**config.mk**
```make
export PLATFORM = sky130hd
export DESIGN_NAME = vga_scan_timing
export DESIGN_NICKNAME = d
export VERILOG_FILES = /design/src/rtl/vga_scan_timing.sv
export SDC_FILE = /design/constraint.sdc
export NUM_CORES = 1
export LEC_CHECK = 0
export ABC_CLOCK_PERIOD_IN_PS = 2000
export CAP_MARGIN = 0
export CELL_PAD_IN_SITES_DETAIL_PLACEMENT = 1
export CELL_PAD_IN_SITES_GLOBAL_PLACEMENT = 1
export CORE_AREA = 2 2 76 64
export CTS_CLUSTER_DIAMETER = 150
export DETAILED_ROUTE_END_ITERATION = 8
export DIE_AREA = 0 0 78 66
export GPL_ROUTABILITY_DRIVEN = 0
export PLACE_DENSITY_LB_ADDON = 0.25
export RECOVER_POWER = 50
export SYNTH_ARGS = -nofsm -noshare
export SYNTH_HDL_FRONTEND = slang
export SYNTH_SLANG_ARGS = --single-unit
```
**constraint.sdc**
```tcl
create_clock -name clk -period 2 [get_ports clk]
set_input_delay 0.4 -clock clk [delete_from_list [all_inputs] [get_ports clk]]
set_output_delay 0.4 -clock clk [all_outputs]
set_load 0.02 [all_outputs]
```
**src/rtl/vga_scan_timing.sv**
```systemverilog
`timescale 1ns/1ps
// VGA raster scan: pixel enable, h/v coordinates, delayed sync/blank strobes, line/frame ticks.
// Latency: counters 1 clk after pclk_en edge; *_d outputs lag counters by PIPE_DELAY pixel enables.
// Backpressure: none; free-running raster, downstream must keep up with every pixel enable.
module vga_scan_timing #(
    parameter int unsigned CLK_DIV    = 4,
    parameter int unsigned H_VISIBLE  = 640,
    parameter int unsigned H_FP       = 16,
    parameter int unsigned H_SYNC     = 96,
    parameter int unsigned H_BP       = 48,
    parameter int unsigned V_VISIBLE  = 480,
    parameter int unsigned V_FP       = 10,
    parameter int unsigned V_SYNC     = 2,
    parameter int unsigned V_BP       = 33,
    parameter int unsigned PIPE_DELAY = 2
) (
    input  logic       clk,
    input  logic       rst,
    output logic       pclk_en,
    output logic [9:0] h_cnt,
    output logic [9:0] v_cnt,
    output logic       valid,
    output logic       valid_d,
    output logic       hsync_d,
    output logic       vsync_d,
    output logic       line_start,
    output logic       frame_start
);

    localparam int unsigned H_TOTAL = H_VISIBLE + H_FP + H_SYNC + H_BP;
    localparam int unsigned V_TOTAL = V_VISIBLE + V_FP + V_SYNC + V_BP;

    localparam logic [9:0] H_LAST      = 10'(H_TOTAL - 1);
    localparam logic [9:0] V_LAST      = 10'(V_TOTAL - 1);
    localparam logic [9:0] H_VIS       = 10'(H_VISIBLE);
    localparam logic [9:0] V_VIS       = 10'(V_VISIBLE);
    localparam logic [9:0] H_SYNC_BEG  = 10'(H_VISIBLE + H_FP);
    localparam logic [9:0] H_SYNC_END  = 10'(H_VISIBLE + H_FP + H_SYNC);
    localparam logic [9:0] V_SYNC_BEG  = 10'(V_VISIBLE + V_FP);
    localparam logic [9:0] V_SYNC_END  = 10'(V_VISIBLE + V_FP + V_SYNC);

    logic h_last;
    logic v_last;
    logic hsync_raw;
    logic vsync_raw;

    // Registered enable: raised as the divider reaches its last count so the
    // counters step on the CLK_DIV-th edge after reset release.
    if (CLK_DIV > 1) begin : g_div
        localparam int unsigned DW = $clog2(CLK_DIV);
        localparam logic [DW-1:0] DIV_LAST = DW'(CLK_DIV - 1);

        logic [DW-1:0] div_cnt;
        logic [DW-1:0] div_nxt;

        always_comb begin
            div_nxt = div_cnt + 1'b1;
            if (div_cnt == DIV_LAST) begin
                div_nxt = '0;
            end
        end

        always_ff @(posedge clk or negedge rst) begin
            if (!rst) begin
                div_cnt <= '0;
                pclk_en <= 1'b0;
            end else begin
                div_cnt <= div_nxt;
                pclk_en <= (div_nxt == DIV_LAST);
            end
        end
    end else begin : g_nodiv
        assign pclk_en = 1'b1;
    end

    assign h_last = (h_cnt == H_LAST);
    assign v_last = (v_cnt == V_LAST);

    always_ff @(posedge clk or negedge rst) begin
        if (!rst) begin
            h_cnt       <= '0;
            v_cnt       <= '0;
            line_start  <= 1'b0;
            frame_start <= 1'b0;
        end else begin
            line_start  <= pclk_en && h_last;
            frame_start <= pclk_en && h_last && v_last;
            if (pclk_en) begin
                if (h_last) begin
                    h_cnt <= '0;
                    if (v_last) begin
                        v_cnt <= '0;
                    end else begin
                        v_cnt <= v_cnt + 10'd1;
                    end
                end else begin
                    h_cnt <= h_cnt + 10'd1;
                end
            end
        end
    end

    assign valid     = (h_cnt < H_VIS) && (v_cnt < V_VIS);
    assign hsync_raw = !((h_cnt >= H_SYNC_BEG) && (h_cnt < H_SYNC_END));
    assign vsync_raw = !((v_cnt >= V_SYNC_BEG) && (v_cnt < V_SYNC_END));

    if (PIPE_DELAY == 0) begin : g_nodly
        assign valid_d = valid;
        assign hsync_d = hsync_raw;
        assign vsync_d = vsync_raw;
    end else begin : g_dly
        logic [PIPE_DELAY-1:0] valid_pipe;
        logic [PIPE_DELAY-1:0] hsync_pipe;
        logic [PIPE_DELAY-1:0] vsync_pipe;

        // Sync stages reset high so no pulse survives a mid-frame reset.
        always_ff @(posedge clk or negedge rst) begin
            if (!rst) begin
                valid_pipe <= '0;
                hsync_pipe <= '1;
                vsync_pipe <= '1;
            end else if (pclk_en) begin
                valid_pipe <= PIPE_DELAY'({valid_pipe, valid});
                hsync_pipe <= PIPE_DELAY'({hsync_pipe, hsync_raw});
                vsync_pipe <= PIPE_DELAY'({vsync_pipe, vsync_raw});
            end
        end

        assign valid_d = valid_pipe[PIPE_DELAY-1];
        assign hsync_d = hsync_pipe[PIPE_DELAY-1];
        assign vsync_d = vsync_pipe[PIPE_DELAY-1];
    end

endmodule
```
==> impl_metrics.env, run 1 <==
export IMPL_vias_per_cell=5.08
export IMPL_power_density_mw_per_mm2=561
export IMPL_hp_class="register to register"
export IMPL_clock_sinks=31
export IMPL_pin_count=29
export IMPL_relSlewSlack=0.473
export IMPL_hold_ws_ns=0.465
export IMPL_ys_types=34
export IMPL_vias=1284
export IMPL_port_buffers=28
export IMPL_max_clock_freq_mhz=502
export IMPL_drive_above_1_share=0.223
export IMPL_firstDrtPassIters=5
export IMPL_ctsHoldBuffers=0
export IMPL_clock_latency_ns=0.27
export IMPL_ys_top_cells_by_count="dfrtp_1 (27), nand3_1 (11), nor2_1 (11)"
export IMPL_drc=0
export IMPL_antenna_found_initial=0
export IMPL_first_global_vias=1379
export IMPL_yosys_register_bits=31
export IMPL_cts_tree="yes"
export IMPL_synth_most_common_cell="dfrtp_1"
export IMPL_setup_tns_ns=0
export IMPL_min_period_ns=1.99
export IMPL_synth_top_area_share=0.456
export IMPL_hold_violations=0
export IMPL_seq_area_frac_synth=0.527
export IMPL_start_kind="register"
export IMPL_crit_arrival_ns=2.15
export IMPL_cts_max_path_buffers=2
export IMPL_synth_area_mm2=0.00148
export IMPL_cap_viol_max_count=0
export IMPL_wl_met1_um=1900
export IMPL_fp_dieH_um=66
export IMPL_grt_overflow=0
export IMPL_die_area_mm2=0.00515
export IMPL_wl_met3_um=157
export IMPL_status="finished, final reports clean"
export IMPL_place_inst=241
export IMPL_multi_input_area_um2=676
export IMPL_syn2layout_area_growth_pct=41.7
export IMPL_critPathCaptureType="register"
export IMPL_rows=22
export IMPL_crit_type="register to register"
export IMPL_dpl_hpwl_um=2910
export IMPL_rsz0062_at_grt="true"
export IMPL_cts_buffers=5
export IMPL_ys_warn_count=0
export IMPL_synth_largest_area_cell="dfrtp_1"
export IMPL_totalWireLength_um=4080
export IMPL_skew_ns=0.00361
export IMPL_grt_pass1_wl_um=6880
export IMPL_synth_edff_count=0
export IMPL_synthTopCellsByArea="dfrtp_1 (46%), dfstp_2 (7.1%), ha_1 (5.1%)"
export IMPL_worst_pin_slew_ns=0.790
export IMPL_crit_path_max_fanout=5
export IMPL_initial_core_util=0.336
export IMPL_ir_worst_vdd_v=0.000325
export IMPL_leakage_nw=0.864
export IMPL_fin_util=0.476
export IMPL_finalCritPeriodShare=0.995
export IMPL_highest_layer="met4"
export IMPL_nNetsFinal=200
export IMPL_regArea_um2=785
export IMPL_synth_nets=150
export IMPL_drt_iter0_markers=45
export IMPL_synthCells=142
export IMPL_met2_length_um=2020
export IMPL_crit_required_ns=2.16
export IMPL_r2r_setup_slack_ns=0.009
export IMPL_antenna_cells=0
export IMPL_htreeDepth=2
export IMPL_grt_max_degree=32
export IMPL_async_reset_ff_frac=1.00
export IMPL_n_fill_cell=505
export IMPL_wire_per_inst_um=16.1
export IMPL_clk_pin_slew_ns=0.06
export IMPL_cts_root_buf="clkbuf_8"
export IMPL_syn_area_per_cell_um2=10.4
export IMPL_grtUsageTotal=0.170
export IMPL_drv_slew=0
export IMPL_final_setup_viol_count=0
export IMPL_power_mw=1.18
export IMPL_fp_dieW_um=78
export IMPL_synth_ff_type="dfrtp_1"
export IMPL_final_cells=253
export IMPL_core_area_mm2=0.00440
export IMPL_ant_nets=0
area by class of cell:
cell class	count	area share
clock buffers	8	0.0477
inverters	9	0.0179
multi-input cells	97	0.322
flip-flops and latches	31	0.374
well taps	60	0.0358
repair buffers	48	0.202
path summary, 6_finish.rpt:
path                                    end  cells after the start              from
setup reg to reg                   v_cnt[3]                      6          h_cnt[0]
min in group asynchronous          h_cnt[4]                      2               rst
setup / recovery                   v_cnt[3]                      6          h_cnt[0]
hold reg to reg            g_div.div_cnt[0]                      1  g_div.div_cnt[0]
max in group asynchronous          h_cnt[0]                      2               rst
hold / removal             g_div.div_cnt[0]                      1  g_div.div_cnt[0]
cell usage in the layout, fill, tap and decap left out, types with 2 or more instances in the layout:
master	count
dfrtp_1	24
nor3_1	3
a21oi_1	2
clkbuf_8	7
nand4_1	8
xor2_1	4
or3_4	2
inv_1	8
ha_1	5
nor4_1	3
nor2_1	11
clkbuf_1	3
o31ai_1	2
nand3_1	11
o21ai_0	8
and4_1	2
dfrtp_2	3
dfstp_2	4
nand2_1	10
buf_4	16
xnor2_1	5
clkdlybuf4s50_1	26
mux2_2	4
and3_1	3
state kept, by name, summed over array words and instances (netlist names):
| signal | flops |
|---|---|
| h_cnt | 10 |
| v_cnt | 10 |
| g_div.div_cnt | 2 |
| g_dly.hsync_pipe | 2 |
| g_dly.valid_pipe | 2 |
| g_dly.vsync_pipe | 2 |
| frame_start | 1 |
| line_start | 1 |
| pclk_en | 1 |
power breakdown:
part           internal (mW)  leakage [nW]  switching [mW]
logic                0.00192         0.423          0.0123
registers              0.627         0.389               0
clock network          0.314        0.0515           0.222
per-stage QoR:
step                      cell area (um^2)  setup slack (ns)
after global routing                  2100           -0.0372
after global placement                1950            0.0592
after CTS                             2070          -0.00378
after detailed placement              1950           0.00706
after floorplan                       1510            -0.118
final                                 2100           0.00921
critical path, cell delays in order (launching register included):
cell and delay [ns]:
dfrtp_2 0.39, ha_4 0.13, or4b_4 0.46, buf_6 0.14
or3_4 0.37, a21o_1 0.19, a32o_1 0.20
cell families (layout without fill, tap and decap cells):
kind of cell,after synthesis,after routing,synth area share
AOI/OAI and AO/OA,20,20,0.0845
xor gates and xnor gates,9,9,0.0533
adders and majority gates,6,6,0.0507
buffers and inverters,14,65,0.0414
DFF,31,31,0.527
muxes,5,5,0.0372
and+or+nand+nor,57,57,0.205
per-layer routing:
metal | vias to the layer above | global-route usage
met4 | 0 | 0.0461
met2 | 32 | 0.282
met1 | 644 | 0.218
met3 | 2 | 0.0519
met5 | - | 0
li1 | 606 | -
repair_timing:
action | 4_1_cts | 5_1_grt
gates resized for setup | 2 | 7
setup buffers | 3 | 1
setup endpoints to repair | 2 | 10
pin swaps | 2 | 6
(Power assumes the default switching activity.)
==> run 2, diff against run 1 <==
==> config.mk (replaced) <==
export PLATFORM = sky130hd
export DESIGN_NAME = vga_scan_timing
export DESIGN_NICKNAME = d
export VERILOG_FILES = /design/src/rtl/vga_scan_timing.sv
export SDC_FILE = /design/constraint.sdc
export NUM_CORES = 1
export LEC_CHECK = 0
export ABC_CLOCK_PERIOD_IN_PS = 2000
export CAP_MARGIN = 0
export CELL_PAD_IN_SITES_DETAIL_PLACEMENT = 0
export CELL_PAD_IN_SITES_GLOBAL_PLACEMENT = 2
export CORE_AREA = 2 2 75 77
export CTS_CLUSTER_DIAMETER = 150
export DETAILED_ROUTE_END_ITERATION = 8
export DIE_AREA = 0 0 77 79
export GPL_ROUTABILITY_DRIVEN = 0
export PLACE_DENSITY_LB_ADDON = 0.12
export RECOVER_POWER = 50
export SYNTH_ARGS = -nofsm -noshare
export SYNTH_HDL_FRONTEND = slang
export SYNTH_SLANG_ARGS = --single-unit
==> impl_metrics.env, run 2 (synthesized netlist as in run 1, its figures left out) <==
export IMPL_path_depth=5
export IMPL_ctsHoldBuffers=0
export IMPL_hold_violations=0
export IMPL_final_cell_mix="clkdlybuf4s50_1 (26), dfrtp_1 (23), buf_4 (13)"
export IMPL_grt_use_met2=0.206
export IMPL_setup_ws_ns=0.0231
export IMPL_cts_root_buf="clkbuf_8"
export IMPL_min_delay_start="g_div.div_cnt[0]"
export IMPL_ant_nets=0
export IMPL_grt_max_degree=32
export IMPL_critPathTopFamily="simple AND/OR/NAND/NOR gates"
export IMPL_syn2layout_area_growth_pct=39.6
export IMPL_antenna_found_initial=0
export IMPL_fp_dieH_um=79
export IMPL_cts_tree="yes"
export IMPL_drive_above_1_share=0.206
export IMPL_pin_count=29
export IMPL_cap_viol_max_count=0
export IMPL_grt_pass1_wl_um=5950
export IMPL_crit_path_cell_trace="ha_4, or4b_4, or3_4, or4_4, nand3_2"
export IMPL_n_fill_cell=574
export IMPL_dp_slack_ns=-0.00195
export IMPL_vias_per_cell=4.63
export IMPL_drt_iter0_markers=65
export IMPL_die_area_mm2=0.00608
export IMPL_cts_buffers=5
export IMPL_rsz0062_at_grt="true"
export IMPL_final_setup_viol_count=0
export IMPL_crit_buf_inv=0
export IMPL_top_regs="h_cnt (10), v_cnt (10)"
export IMPL_clock_latency_ns=0.27
export IMPL_ir_worst_vdd_v=0.000242
export IMPL_drv_slew=0
export IMPL_grt_busiest_layer="met2"
export IMPL_skew_ns=0.00314
export IMPL_leakage_nw=0.853
export IMPL_totalWireLength_um=3550
export IMPL_critPathMaxStageDelay_ns=0.48
export IMPL_crit_arrival_ns=2.18
export IMPL_initial_core_util=0.277
export IMPL_met1_usage=0.162
export IMPL_grt_overflow=0
export IMPL_clk_pin_slew_ns=0.07
export IMPL_min_period_ns=1.98
export IMPL_reg2reg_depth=5
export IMPL_power_density_mw_per_mm2=570
export IMPL_critPathCaptureType="register"
export IMPL_drc=0
export IMPL_reg2reg_from="h_cnt[1]"
export IMPL_finalCritPeriodShare=0.988
export IMPL_grtUsageTotal=0.128
export IMPL_crit_path_top_delay_cell="or4b_4"
export IMPL_crit_required_ns=2.21
export IMPL_post_cts_setup_buffer_count=0
export IMPL_crit_path_max_fanout=5
export IMPL_mostFrequentLayoutCell="clkdlybuf4s50_1"
export IMPL_core_area_mm2=0.00534
export IMPL_setup_tns_ns=0
export IMPL_antenna_cells=0
export IMPL_hp_class="register to register"
export IMPL_crit_type="register to register"
export IMPL_status="finished, final reports clean"
export IMPL_clock_sinks=31
export IMPL_vias=1209
export IMPL_wire_per_inst_um=13.6
export IMPL_relSlewSlack=0.471
export IMPL_r2r_end="v_cnt[9]"
export IMPL_nNetsFinal=196
export IMPL_whs_path_depth=1
export IMPL_port_buffers=28
export IMPL_dpl_hpwl_um=2640
export IMPL_rows=27
export IMPL_holdPathEnd="g_div.div_cnt[0]"
export IMPL_max_clock_freq_mhz=506
export IMPL_cts_max_path_buffers=2
export IMPL_r2r_setup_slack_ns=0.02
export IMPL_met3_usage=0.0443
export IMPL_fin_area_mm2=0.00207
export IMPL_worst_pin_slew_ns=0.793
export IMPL_post_dp_cell_area_mm2=0.00196
export IMPL_htreeDepth=2
export IMPL_first_global_vias=1188
export IMPL_fp_dieW_um=77
export IMPL_firstDrtPassIters=4
export IMPL_start_kind="register"
## run 2: metal layers
layer | routed length [um] | part of all wire | vias up
met5 | 0 | 0 | -
met1 | 1620 | 0.46 | 588
met2 | 1760 | 0.49 | 23
met3 | 146 | 0.041 | 2
met4 | 23 | 0.0065 | 0
li1 | - | - | 596
## run 2: layout make-up
cell class / count / area, um^2 / area share
Multi-Input combinational cell: 97 / 668 / 0.323
Timing Repair Buffer: 44 / 389 / 0.188
Clock buffer: 8 / 100 / 0.0484
Tap cell: 72 / 90.1 / 0.0436
Sequential cell: 31 / 786 / 0.380
Inverter: 9 / 33.8 / 0.0163
## run 2: per-stage QoR
stage               total power [mW]  cells  utilization  hold WS, ns
CTS                             1.19    261        0.387        0.459
global route                    1.23    261        0.387        0.487
floorplan                      0.639    142            -        0.104
detailed placement             0.655    253        0.368        0.449
global placement               0.655    253        0.368        0.439
finish                          1.18    261        0.387        0.454
## run 2: where the power goes
group,switching (mW),internal (mW)
Clock,0.222,0.314
Combinational,0.0123,0.00192
Sequential,0,0.627
## run 2: what timing repair did
item / 4_1_cts / 5_1_grt
cloned: 0 / 0
hold endpoints to repair: 0 / 0
endpoints found under the setup margin: 2 / 2
resized for setup: 2 / 3
pin swaps: 0 / 1
## run 2: worst max-delay path by stage
stage | endpoint | slack [ns] | start
final | v_cnt[9] | 0.02 | h_cnt[1]
after global routing | v_cnt[9] | -0.01 | h_cnt[1]
after CTS | v_cnt[9] | 0.01 | h_cnt[1]
after detailed placement | v_cnt[9] | -0.002 | h_cnt[1]
after global placement | v_cnt[9] | 0.04 | h_cnt[1]
after floorplan | v_cnt[9] | -0.12 | h_cnt[1]
==> run 3, diff against run 2 <==
--- a/config.mk
+++ b/config.mk
@@ -16,6 +16,7 @@
 export GPL_ROUTABILITY_DRIVEN = 0
 export PLACE_DENSITY_LB_ADDON = 0.12
 export RECOVER_POWER = 50
+export REMOVE_ABC_BUFFERS = 1
 export SYNTH_ARGS = -nofsm -noshare
 export SYNTH_HDL_FRONTEND = slang
 export SYNTH_SLANG_ARGS = --single-unit
==> impl_metrics.env, run 3 (synthesized netlist as in run 1, its figures left out) <==
export IMPL_rsz0062_at_grt="true"
export IMPL_skew_ns=0.00773
export IMPL_n_fill_cell=573
export IMPL_drv_slew=0
export IMPL_hold_ws_ns=0.463
export IMPL_antenna_cells=0
export IMPL_power_mw=1.18
export IMPL_power_density_mw_per_mm2=561
export IMPL_vias_per_cell=4.53
export IMPL_crit_type="register to register"
export IMPL_initial_core_util=0.277
export IMPL_setup_tns_ns=0
export IMPL_clock_sinks=31
export IMPL_top_regs="h_cnt (10), v_cnt (10)"
export IMPL_wire_per_inst_um=13.3
export IMPL_port_buffers=28
export IMPL_grt_pass1_wl_um=5950
export IMPL_mostFrequentLayoutCell="dfrtp_1"
export IMPL_drc=0
export IMPL_clk_pin_slew_ns=0.07
export IMPL_r2r_setup_slack_ns=0.0007
export IMPL_crit_path_max_fanout=4
export IMPL_cts_buffers=5
export IMPL_critPathCaptureType="register"
export IMPL_pwr_share_seq=0.532
export IMPL_fin_area_mm2=0.00210
export IMPL_pwr_share_comb=0.012
export IMPL_fp_dieW_um=77
export IMPL_htreeDepth=2
export IMPL_max_clock_freq_mhz=500
export IMPL_power_share_switching=0.201
export IMPL_p_clk_frac=0.456
export IMPL_nNetsFinal=202
export IMPL_ant_nets=0
export IMPL_cts_max_path_buffers=2
export IMPL_drt_iter0_markers=41
export IMPL_p_switching_uw=237
export IMPL_firstDrtPassIters=4
export IMPL_die_area_mm2=0.00608
export IMPL_rows=27
export IMPL_finalCritPeriodShare=1.00
export IMPL_grt_max_degree=32
export IMPL_fp_dieH_um=79
export IMPL_grt_overflow=0
export IMPL_hold_violations=0
export IMPL_cts_root_buf="clkbuf_8"
export IMPL_cap_viol_max_count=0
export IMPL_totalWireLength_um=3550
export IMPL_syn2layout_area_growth_pct=42.1
export IMPL_cts_tree="yes"
export IMPL_final_cell_mix="dfrtp_1 (27), clkdlybuf4s50_1 (26), buf_4 (20)"
export IMPL_first_global_vias=1247
export IMPL_grtUsageTotal=0.126
export IMPL_min_period_ns=2.00
export IMPL_antenna_found_initial=0
export IMPL_hp_class="register to register"
export IMPL_core_area_mm2=0.00534
export IMPL_final_setup_viol_count=0
export IMPL_p_int_uw=943
export IMPL_status="finished, final reports clean"
export IMPL_clock_latency_ns=0.28
export IMPL_crit_arrival_ns=2.22
export IMPL_relSlewSlack=0.477
export IMPL_vias=1209
export IMPL_ir_worst_vdd_v=0.000224
export IMPL_start_kind="register"
export IMPL_drive_above_1_share=0.210
export IMPL_pin_count=29
export IMPL_crit_required_ns=2.22
export IMPL_dpl_hpwl_um=2600
export IMPL_fin_util=0.394
export IMPL_worst_pin_slew_ns=0.784
export IMPL_leakage_nw=0.902
export IMPL_post_dp_cell_area_mm2=0.00197
==> run 3: changes by cell type in the layout (fill, tap and decap cells not counted), sizes merged <==
cell    delta
buf        +7
clkbuf     -1
==> run 3: per-stage QoR <==
step,instances,setup WS (ns)
finish,267,0.000705
global route,267,-0.0592
CTS,265,0.00318
detailed placement,256,0.000709
global placement,256,0.0394
floorplan,137,-0.265
==> run 3: path summary, 6_finish.rpt <==
kind                             startpoint          endpoint  depth (start not counted)
setup / recovery                   h_cnt[1]          v_cnt[9]                          5
hold / removal             g_div.div_cnt[0]  g_div.div_cnt[0]                          1
setup reg to reg                   h_cnt[1]          v_cnt[9]                          5
hold reg to reg            g_div.div_cnt[0]  g_div.div_cnt[0]                          1
max in group asynchronous               rst          h_cnt[8]                          2
min in group asynchronous               rst          v_cnt[8]                          2
==> run 3: cell type report <==
| type | count | area, um^2 | share of cell area |
|---|---|---|---|
| flip-flops and latches | 31 | 781 | 0.371 |
| multi-input cells | 97 | 661 | 0.314 |
| repair buffers | 50 | 438 | 0.208 |
| clock buffers | 8 | 100 | 0.0476 |
| well taps | 72 | 90.1 | 0.0428 |
| inverters | 9 | 33.8 | 0.0161 |
==> run 3: timing repair <==
item / CTS / global route
buffers inserted: 1 / 2
gates cloned: 0 / 0
gates resized for setup: 5 / 3
setup endpoints to repair: 4 / 2
pin swaps: 0 / 2
hold buffers: 0 / 0
==> run 3: metal layers <==
layer | global-route usage | vias up | routed length (um)
li1 | - | 610 | -
met1 | 0.157 | 569 | 1660
met2 | 0.210 | 26 | 1700
met3 | 0.0364 | 4 | 157
met4 | 0.0429 | 0 | 29
met5 | 0 | - | 0
==> run 3: worst max-delay path, cell delays in order, from the launching register on <==
cell and delay, ns:
dfrtp_1 0.35, ha_2 0.18, or4b_4 0.48, or3_4 0.38, or4_1 0.46, nand3_1 0.09
==> run 3: power by group through the flow <==
stage	Sequential, mW	Clock (mW)	Combinational (mW)
floorplan	0.639	0	0.000000230
global route	0.627	0.584	0.0173
detailed placement	0.639	0	0.0168
finish	0.628	0.538	0.0141
CTS	0.627	0.562	0.0169
global placement	0.639	0	0.0162
